[src/rtl/addsub_arb_pkg.sv]
// Shared encodings for the two-requester add/sub arbiter and its datapath.
package addsub_arb_pkg;
  typedef enum logic {ST_EMPTY = 1'b0, ST_FULL = 1'b1} state_t;

  localparam logic MODE_ADD = 1'b0;
  localparam logic MODE_SUB = 1'b1;

  localparam logic REQ0 = 1'b0;
  localparam logic REQ1 = 1'b1;
endpackage

[src/rtl/addsub_arb_cla.sv]
// W-bit carry-lookahead add/sub: s = a + (b ^ {W{m}}) + m, with carry-out and signed overflow.
module addsub_cla
  import addsub_arb_pkg::*;
#(
  parameter int W = 4
) (
  input  logic [W-1:0] a,
  input  logic [W-1:0] b,
  input  logic         m,
  output logic [W-1:0] s,
  output logic         c,
  output logic         v
);
  logic [W-1:0] bx, g, p;
  logic [W:0]   cy;
  logic         cin, pp;

  assign cin = (m == MODE_SUB);
  assign bx  = b ^ {W{cin}};
  assign g   = a & bx;
  assign p   = a ^ bx;

  // Each carry is a flat sum of generate terms gated by the propagates above them.
  always_comb begin
    cy    = '0;
    pp    = 1'b1;
    cy[0] = cin;
    for (int i = 0; i < W; i++) begin
      pp = 1'b1;
      for (int j = i; j >= 0; j--) begin
        cy[i+1] = cy[i+1] | (g[j] & pp);
        pp      = pp & p[j];
      end
      cy[i+1] = cy[i+1] | (pp & cin);
    end
  end

  assign s = p ^ cy[W-1:0];
  assign c = cy[W];
  assign v = cy[W] ^ cy[W-1];
endmodule

[src/rtl/addsub_arb.sv]
// Round-robin arbiter feeding one shared add/sub unit; single registered response slot.
module addsub_arb
  import addsub_arb_pkg::*;
#(
  parameter int W = 4
) (
  input  logic         clk,
  input  logic         rst_n,
  input  logic         req0_valid,
  output logic         req0_ready,
  input  logic [W-1:0] req0_a,
  input  logic [W-1:0] req0_b,
  input  logic         req0_m,
  input  logic         req1_valid,
  output logic         req1_ready,
  input  logic [W-1:0] req1_a,
  input  logic [W-1:0] req1_b,
  input  logic         req1_m,
  output logic         rsp_valid,
  input  logic         rsp_ready,
  output logic         rsp_id,
  output logic [W-1:0] rsp_s,
  output logic         rsp_c,
  output logic         rsp_v
);
  state_t       state, state_nxt;
  logic         last_grant, gnt_vld, gnt_id, avail, accept;
  logic [W-1:0] mux_a, mux_b, dp_s;
  logic         mux_m, dp_c, dp_v;

  always_comb begin
    gnt_vld = req0_valid | req1_valid;
    gnt_id  = REQ0;
    if (req0_valid && req1_valid) gnt_id = ~last_grant;
    else if (req1_valid)          gnt_id = REQ1;
  end

  // rst_n gates the slot so nothing is accepted while reset is held.
  assign avail      = rst_n && ((state == ST_EMPTY) || rsp_ready);
  assign accept     = avail && gnt_vld;
  assign req0_ready = accept && (gnt_id == REQ0);
  assign req1_ready = accept && (gnt_id == REQ1);

  assign mux_a = (gnt_id == REQ1) ? req1_a : req0_a;
  assign mux_b = (gnt_id == REQ1) ? req1_b : req0_b;
  assign mux_m = gnt_vld ? ((gnt_id == REQ1) ? req1_m : req0_m) : MODE_ADD;

  addsub_cla #(.W(W)) u_cla (
    .a (mux_a),
    .b (mux_b),
    .m (mux_m),
    .s (dp_s),
    .c (dp_c),
    .v (dp_v)
  );

  always_ff @(posedge clk or negedge rst_n) begin
    if (!rst_n) state <= ST_EMPTY;
    else        state <= state_nxt;
  end

  always_comb begin
    state_nxt = state;
    if (accept)                              state_nxt = ST_FULL;
    else if (state == ST_FULL && rsp_ready)  state_nxt = ST_EMPTY;
  end

  always_comb begin
    rsp_valid = (state == ST_FULL);
  end

  always_ff @(posedge clk or negedge rst_n) begin
    if (!rst_n) begin
      last_grant <= REQ1;
      rsp_id     <= REQ0;
      rsp_s      <= '0;
      rsp_c      <= 1'b0;
      rsp_v      <= 1'b0;
    end else if (accept) begin
      last_grant <= gnt_id;
      rsp_id     <= gnt_id;
      rsp_s      <= dp_s;
      rsp_c      <= dp_c;
      rsp_v      <= dp_v;
    end
  end
endmodule

[config.mk]
export PLATFORM = sky130hd
export DESIGN_NAME = addsub_arb
export DESIGN_NICKNAME = d
export VERILOG_FILES = /design/src/rtl/addsub_arb_pkg.sv /design/src/rtl/addsub_arb_cla.sv /design/src/rtl/addsub_arb.sv
export SDC_FILE = /design/constraint.sdc
export NUM_CORES = 1
export LEC_CHECK = 0
export BUFFER_PORTS_ARGS = -buffer_cell sky130_fd_sc_hd__clkbuf_2
export CAP_MARGIN = 5
export CORE_UTILIZATION = 41
export DETAILED_ROUTE_END_ITERATION = 8
export GPL_TIMING_DRIVEN = 0
export PLACE_DENSITY = 0.74
export SYNTH_ARGS = -nofsm -noshare
export SYNTH_HDL_FRONTEND = slang
export SYNTH_SLANG_ARGS = --single-unit
[constraint.sdc]
create_clock -name clk -period 2.8 [get_ports clk]
set_input_delay 0.14 -clock clk [delete_from_list [all_inputs] [get_ports clk]]
set_output_delay 0.14 -clock clk [all_outputs]
set_load 0.1 [all_outputs]
==> impl_metrics.tcl, run 1 <==
set metrics [dict create \
    hold_class "input port to register" \
    fillerInstances 131 \
    clkPwrFrac_pct 12.2 \
    skew_ps 6.42 \
    syn_nets 105 \
    die_width_um 44.3 \
    cts_tree "yes" \
    drc 2 \
    final_common_cell "clkbuf_2" \
    rows 14 \
    violations "design-rule violations" \
    htreeDepth 1 \
    dp_hpwl_um 1280 \
    ys_ff_latch 9 \
    cp-startpoint "last_grant$_DFFE_PN1P_" \
    r2r_end "rsp_v$_DFFE_PN0P_" \
    tightest_slew_ps 548 \
    postRouteAntennaNets 0 \
    via_count 729 \
    p_switching_uw 478 \
    tns_ps 0 \
    layout-drive-gt1-share_pct 42.5 \
    cts_sinks 9 \
    cts_made_buffers 3 \
    cap_violations 0 \
    endpoint "rsp_v$_DFFE_PN0P_" \
    grt_usage_pct 18.0 \
    status "finished, violations left" \
    fin_ws_ps 147 \
    cp_cell_sequence "a21boi_4 > buf_4 > a32oi_4 > xor2_1 > ha_1 > and3_1 > a21oi_2 > o21ai_4 > or3b_1 > a31oi_1" \
    dr.first_iter.drc_count 7 \
    grt_pass1_wl_um 2650 \
    grt_pass1_vias 678 \
    synthArstFlopShare_pct 100 \
    finalHoldViolCount 0 \
    power_density_nw_per_um2 823 \
    finalMaxSlewViolations 0 \
    max_freq_ghz 0.377 \
    swShare_pct 57.4 \
    antenna_found_initial 0 \
    finalCritPeriodShare_pct 94.7 \
    cp-start-kind "register" \
    worstRegToRegCells 10 \
    io_buffers 32 \
    final_cell_mix "clkbuf_2 (32), nand2_1 (10), dfrtp_1 (8)" \
    core_um2 1590 \
    area_growth_pct 38.3 \
    path_clk_slew_ps 70 \
    first_pass_iters 6 \
    hold_ws_ps 214 \
    p_comb_share_pct 65.0 \
    fin_crit_ps 2650 \
    slew_headroom_pct 63.6 \
    initial_core_util_pct 45.9 \
    dieArea_um2 1960 \
    synth.area.top_cells "dfrtp_1 (27%), ha_1 (6.8%), mux2i_1 (6.8%)" \
    die_h_um 44.3 \
    finalSetupViolations 0 \
    power_frac_seq_pct 22.8 \
    path_max_fanout 6 \
    layoutNonFillerInstCount 144 \
    crit_path_top_delay_cell "dfstp_2" \
    synth_area_um2 732 \
    rsz0062_at_grt "no" \
    ys_types 32 \
    cts.path.max_buffers 2 \
    clk_latency_ps 260 \
    r2r_slack_ps 150 \
    required_ps 2980 \
    cp.arrival_ps 2830 \
    viasPerCell 5.06 \
    synth_cells 78 \
    wl_per_cell_um 11.2 \
    gp_congestion 0.710 \
    p_leak_uw 0.000521 \
    io_pins 33 \
    seq_area_frac_synth_pct 30.9 \
    synth_edf_count 0 \
    gr-total-overflow 0 \
    internal-power_uw 355 \
    wl_um 1610 \
    dp_slack_ps -144 \
    reg2reg_from "last_grant$_DFFE_PN1P_" \
    avgSynthCellArea_um2 9.38 \
    nets 148 \
    max_stage_delay_ps 570 \
    synth_flop_cell "dfrtp_1" \
    yosysWarnings 0 \
    crit_type "register to register" \
    yosys.area.top_type "dfrtp_1" \
    crit_path_end_kind "register" \
    diodes 0 \
    grt_max_degree 13 \
    root_buffer "clkbuf_4" \
    placed_cells 134 \
    vdd.ir_drop.worst_uv 613 \
    synth_top_area_share_pct 27.4 \
]
## state kept, by name, summed over array words and instances (netlist names)
name and count:
rsp_valid 1, rsp_c 1, rsp_s 4, rsp_v 1
last_grant 1, rsp_id 1
## metrics by stage
stage	util (%)	total power [uW]	cell area, um2
finish	63.5	833	1010
global route	63.5	880	1010
CTS	60.9	824	971
detailed placement	58.0	716	925
global placement	58.0	707	925
floorplan	-	623	734
## worst min-delay path by stage
stage	slack, ps	end	from	cells past startpoint
floorplan	-160	rsp_c$_DFFE_PN0P_	rst_n	0
global placement	20	rsp_id$_DFFE_PN0P_	rst_n	1
detailed placement	30	rsp_id$_DFFE_PN0P_	rst_n	1
CTS	220	rsp_valid$_DFFE_PN0P_	rsp_ready	3
global route	250	rsp_valid$_DFFE_PN0P_	rsp_ready	3
finish	210	rsp_valid$_DFFE_PN0P_	rsp_ready	3
## power by group through the flow
stage	sequential (uW)	clock (uW)	combinational, uW
2_1_floorplan	451	0	173
3_3_place_gp	191	0	516
3_5_place_dp	191	0	524
4_1_cts	190	105	529
5_1_grt	196	113	572
6_report	190	102	541
## cells in the mapped netlist, drive strengths merged (2+ instances only)
master	count
a21oi	2
dfrtp	8
ha	4
inv	3
mux2	4
mux2i	5
nand2	10
nand2b	4
nand3	3
nor2	7
o21ai	3
o31ai	2
xor2	5
## per-layer routing
metal  track usage [%]  routed length, um
met5                 0                  0
met4              3.64                  0
met3              6.53                116
met2              29.7                752
met1              22.5                744
## critical path, delay by kind of cell, from the launching register on
kind                       cells  cell delay, ps
buffers and inverters          1             150
DFF                            1             570
adders and majority gates      1             290
xor gates and xnor gates       1             180
and+or+nand+nor                2             560
AOI/OAI and AO/OA              5             810
## layout make-up
| class | count | area [um2] | area share, % |
|---|---|---|---|
| multi-input cells | 64 | 499 | 49.3 |
| well taps | 24 | 30.0 | 2.97 |
| inverters | 3 | 11.3 | 1.11 |
| flip-flops and latches | 9 | 226 | 22.4 |
| plain buffers | 2 | 11.3 | 1.11 |
| clock buffers | 4 | 26.3 | 2.60 |
| repair buffers | 38 | 208 | 20.5 |
## kinds of logic (layout without fill, tap and decap cells)
kind of cell    count (synthesis)  after routing  share of synthesized area (%)
compound gates                 18             18                           22.7
xor+xnor                        5              5                           5.98
fa+ha+maj                       4              4                           6.84
buf+inv                         5             47                           2.73
flops                           9              9                           30.9
mux                             9              9                           13.0
simple gates                   28             28                           17.8
## timing repair
action                                  CTS  global route
hold buffers                              1             0
cloned                                    0             0
gates resized for setup                   2             1
hold endpoints to repair                  9             0
setup buffers                             0             5
endpoints found under the setup margin    3             2
pin swaps                                 0             2
Power figures use the tool's default switching activity.
==> run 2, diff against run 1 <==
CORE_ASPECT_RATIO = 0.75   (was unset)
REMOVE_ABC_BUFFERS = 1   (was unset)
==> run 2 against run 1 <==
Net effect:
- register-to-register slack improved by 30 ps
- critical path type unchanged
- the run now ends clean
- highest routed layer unchanged
- fmax grew 0.98%
- sequential power about the same
- count of clock-buffer cells in the layout did not move
- first-iteration DRC count is 130% higher
- clock power about the same
- cell area is 2.8% lower
- utilization shrank 1.1 points
- worst hold slack better by 6.7 ps
==> impl_metrics.tcl, run 2 (synthesized netlist as in run 1, its figures left out) <==
set metrics [dict create \
    dp_hpwl_um 1260 \
    viasPerCell 5.28 \
    max_flop_register "rsp_s" \
    cts.path.max_buffers 2 \
    wl_per_cell_um 12.2 \
    finalSetupViolations 0 \
    postRouteAntennaNets 0 \
    wl_um 1680 \
    first_pass_iters 4 \
    grt_usage_pct 18.2 \
    cp-start-kind "register" \
    dieArea_um2 1960 \
    critical_path.top_delay_family "compound AO/OA/AOI/OAI gates" \
    required_ps 2990 \
    area_growth_pct 34.4 \
    nets 145 \
    antenna_found_initial 0 \
    initial_core_util_pct 46.4 \
    max_freq_ghz 0.381 \
    io_buffers 32 \
    grt_pass1_wl_um 2620 \
    max_stage_delay_ps 560 \
    cp.buffers_inverters 0 \
    hold_class "input port to register" \
    layout-drive-gt1-share_pct 40.2 \
    crit_path_top_delay_cell "dfstp_2" \
    rsz0062_at_grt "no" \
    die_width_um 50.8 \
    io_pins 33 \
    endpoint "rsp_v$_DFFE_PN0P_" \
    p_leak_uw 0.000510 \
    r2r_slack_ps 170 \
    crit_path_end_kind "register" \
    cts_made_buffers 3 \
    worstRegToRegCells 9 \
    status "completed" \
    power_density_nw_per_um2 840 \
    via_count 728 \
    final_cell_mix "clkbuf_2 (32), nand2_1 (10), dfrtp_1 (8)" \
    crit_type "register to register" \
    cap_violations 0 \
    htreeDepth 1 \
    cts_sinks 9 \
    vdd.ir_drop.worst_uv 557 \
    gp_congestion 0.790 \
    skew_ps 1.87 \
    cp.depth 9 \
    path_clk_slew_ps 60 \
    cp.arrival_ps 2810 \
    cp_cell_sequence "a21boi_4 > a32oi_4 > xor2_1 > ha_1 > and3_1 > a21oi_1 > o21ai_4 > or3b_1 > a31oi_1" \
    dr.first_iter.drc_count 16 \
    grt_pass1_vias 632 \
    reg2reg_from "last_grant$_DFFE_PN1P_" \
    slew_headroom_pct 25.6 \
    path_max_fanout 9 \
    rows 12 \
    finalMaxSlewViolations 0 \
    hold_ws_ps 220 \
    diodes 0 \
    cts_tree "yes" \
    finalHoldViolCount 0 \
    core_um2 1580 \
    clk_latency_ps 260 \
    tightest_slew_ps 1110 \
    fin_crit_ps 2630 \
    r2r_end "rsp_v$_DFFE_PN0P_" \
    gr-total-overflow 0 \
    finalCritPeriodShare_pct 93.8 \
    grt_max_degree 17 \
    drc 0 \
    root_buffer "clkbuf_4" \
    die_h_um 38.6 \
    cp-startpoint "last_grant$_DFFE_PN1P_" \
    final_common_cell "clkbuf_2" \
    post-route-util_pct 62.4 \
    largest_register_ffs 4 \
]
==> run 2: cell types whose count changed in the layout (fill, tap and decap cells not counted), sizes merged <==
cell / delta
clkbuf: -1
buf: -2
==> run 2: through the flow <==
step	instance area, um2	worst slack, ps	total power [uW]	std cells	setup TNS, ps
after global routing	983	26.4	871	138	0
after global placement	910	-107	704	129	-177
after detailed placement	910	-168	717	129	-360
after CTS	953	85.0	820	134	0
after floorplan	723	-42.9	621	76	-42.9
final	983	173	826	138	0
==> run 2: tightest hold or removal path, cell delays in order <==
cell and delay [ps]:
clkbuf_2 70, nand2b_1 160, nand2_1 60
==> run 2: layout make-up <==
class	instances	area, um2
clock buffers	4	26.3
flip-flops and latches	9	226
well taps	21	26.3
multi-input cells	64	493
inverters	3	11.3
fillers	145	593
repair buffers	37	200
==> run 2: worst min path at each step <==
stage                          from               endpoint  slack, ps  cells past startpoint
after floorplan               rst_n      rsp_c$_DFFE_PN0P_       -160                      0
after global placement        rst_n     rsp_id$_DFFE_PN0P_         20                      1
after detailed placement      rst_n   rsp_s[0]$_DFFE_PN0P_         20                      1
after CTS                 rsp_ready  rsp_valid$_DFFE_PN0P_        220                      3
after global routing      rsp_ready  rsp_valid$_DFFE_PN0P_        260                      3
final                     rsp_ready  rsp_valid$_DFFE_PN0P_        220                      3
==> run 2: metal layers <==
metal,global-route usage [%],wire length [um],vias to the layer above
met4,2.08,0,0
met5,0,0,-
met2,33.3,826,26
li1,-,-,364
met3,5.88,101,0
met1,21.7,751,338
==> run 2: what timing repair did <==
action,4_1_cts,5_1_grt
endpoints found under the hold margin,9,0
pin swaps,0,1
hold buffers,1,0
gates cloned,0,0
gates resized for setup,1,0
buffers inserted,0,4
setup endpoints to repair,4,2
==> run 2: power by group <==
group	total, uW	switching, uW	leakage [uW]	internal, uW
registers	191	21.0	0.000106	170
logic	534	409	0.000389	124
clock network	101	45.8	0.0000150	55.0
total	826	476	0.000510	349
==> run 3, diff against run 2 <==
CORE_ASPECT_RATIO = unset   (was 0.75)
==> run 3 against run 2 <==
Net effect:
- register-to-register slack hardly changed
- clock skew is 3.7 ps higher
- clock power about the same
- count of clock-buffer cells in the layout did not move
- critical path type unchanged
- global-route usage down 1.1 points
- fmax barely moved
- die area barely moved
- the run now ends with design-rule violations left
- utilization up 1.5 points
- largest cell class unchanged
- critical endpoint unchanged
- critical path depth is 1 higher
- cell count up 3.6%
==> impl_metrics.tcl, run 3 (synthesized netlist as in run 1, its figures left out) <==
set metrics [dict create \
    finalSetupViolations 0 \
    p_leak_uw 0.000524 \
    required_ps 2980 \
    max_flop_register "rsp_s" \
    area_growth_pct 39.1 \
    gp_congestion 0.763 \
    layout-drive-gt1-share_pct 42.0 \
    rows 14 \
    wl_per_cell_um 11.5 \
    finalHoldViolCount 0 \
    final_common_cell "clkbuf_2" \
    status "finished, violations left" \
    whs_path_depth 3 \
    fin_crit_ps 2630 \
    violations "design-rule violations" \
    cp.arrival_ps 2810 \
    finalCritPeriodShare_pct 93.9 \
    rsz0062_at_grt "no" \
    clk_latency_ps 260 \
    antenna_found_initial 0 \
    power_density_nw_per_um2 817 \
    vdd.ir_drop.worst_uv 540 \
    p_total_uw 833 \
    crit_path_end_kind "register" \
    dr.first_iter.drc_count 10 \
    diodes 0 \
    finalInstanceArea_um2 1020 \
    slew_headroom_pct 26.3 \
    grt_pass1_wl_um 2530 \
    place_area_um2 913 \
    cts.path.max_buffers 2 \
    path_clk_slew_ps 70 \
    nets 147 \
    cts_sinks 9 \
    grt_max_degree 17 \
    gr-total-overflow 0 \
    root_buffer "clkbuf_4" \
    crit_type "register to register" \
    initial_core_util_pct 45.9 \
    hold_class "input port to register" \
    tns_ps 0 \
    finalMaxSlewViolations 0 \
    io_buffers 32 \
    wl_um 1650 \
    cp-start-kind "register" \
    via_count 717 \
    die_width_um 44.3 \
    drc 1 \
    die_h_um 44.3 \
    cts_tree "yes" \
    dieArea_um2 1960 \
    cap_violations 0 \
    dp_hpwl_um 1260 \
    tightest_slew_ps 1100 \
    io_pins 33 \
    cts_made_buffers 3 \
    largest_register_ffs 4 \
    skew_ps 5.61 \
    viasPerCell 5.01 \
    core_um2 1590 \
    postRouteAntennaNets 0 \
    first_pass_iters 8 \
    grt_usage_pct 17.1 \
    htreeDepth 1 \
    grt_pass1_vias 641 \
    path_max_fanout 11 \
    worstRegToRegCells 10 \
    max_freq_ghz 0.380 \
    final_cell_mix "clkbuf_2 (32), nand2_1 (10), dfrtp_1 (8)" \
]
-- run 3: cell count changes in the layout (fill, tap and decap cells not counted) --
cell and delta:
a21oi_1 -1, a21oi_2 +1, buf_12 +1, buf_4 +1
-- run 3: cell type report --
cell class	instances	area, um2
clock buffer	4	26.3
inverter	3	11.3
multi-input combinational	64	497
tap	24	30.0
timing repair buffer	39	228
fill	143	576
sequential	9	226
-- run 3: per-stage QoR --
step	hold slack, ps	instances	utilization [%]	setup WS, ps
finish	241	143	63.9	171
global route	279	143	63.9	33.3
CTS	242	137	60.0	83.5
global placement	21.7	132	57.3	-106
floorplan	-156	76	-	-42.9
detailed placement	29.2	132	57.3	-204
-- run 3: where the power goes --
part           internal (uW)  total (uW)  switching, uW
logic                    133         541            408
clock network           54.8        99.7           44.9
registers                170         191           21.4
total                    358         833            475
-- run 3: final timing paths --
| kind | start | to | slack (ps) |
|---|---|---|---|
| max reg2reg | last_grant$_DFFE_PN1P_ | rsp_v$_DFFE_PN0P_ | 170 |
| min reg2reg | rsp_id$_DFFE_PN0P_ | rsp_id$_DFFE_PN0P_ | 480 |
| min | rsp_ready | rsp_valid$_DFFE_PN0P_ | 240 |
| min in group asynchronous | rst_n | rsp_s[0]$_DFFE_PN0P_ | 290 |
| max | last_grant$_DFFE_PN1P_ | rsp_v$_DFFE_PN0P_ | 170 |
| max in group asynchronous | rst_n | last_grant$_DFFE_PN1P_ | 2230 |
-- run 3: metal layers --
layer | part of all wire, % | up-vias | GRT usage (%)
met2 | 49 | 21 | 32.4
met4 | 0 | 0 | 3.64
met5 | 0 | - | 0
met3 | 4.4 | 0 | 4.08
li1 | - | 370 | -
met1 | 46 | 326 | 19.2
-- run 3: what timing repair did --
| action | CTS | global route |
|---|---|---|
| hold buffers | 1 | 0 |
| setup buffers | 0 | 6 |
| pin swaps | 0 | 2 |
| hold endpoints to repair | 8 | 0 |
| gates resized for setup | 1 | 1 |
| setup endpoints to repair | 3 | 2 |
-- run 3: critical path, stage by stage, from the launching register on --
cell and delay [ps]:
dfstp_2 560, a21boi_4 70, buf_12 150, a32oi_4 340, xor2_1 180, ha_1 300
and3_1 180, a21oi_2 150, o21ai_4 90, or3b_1 350, a31oi_1 160
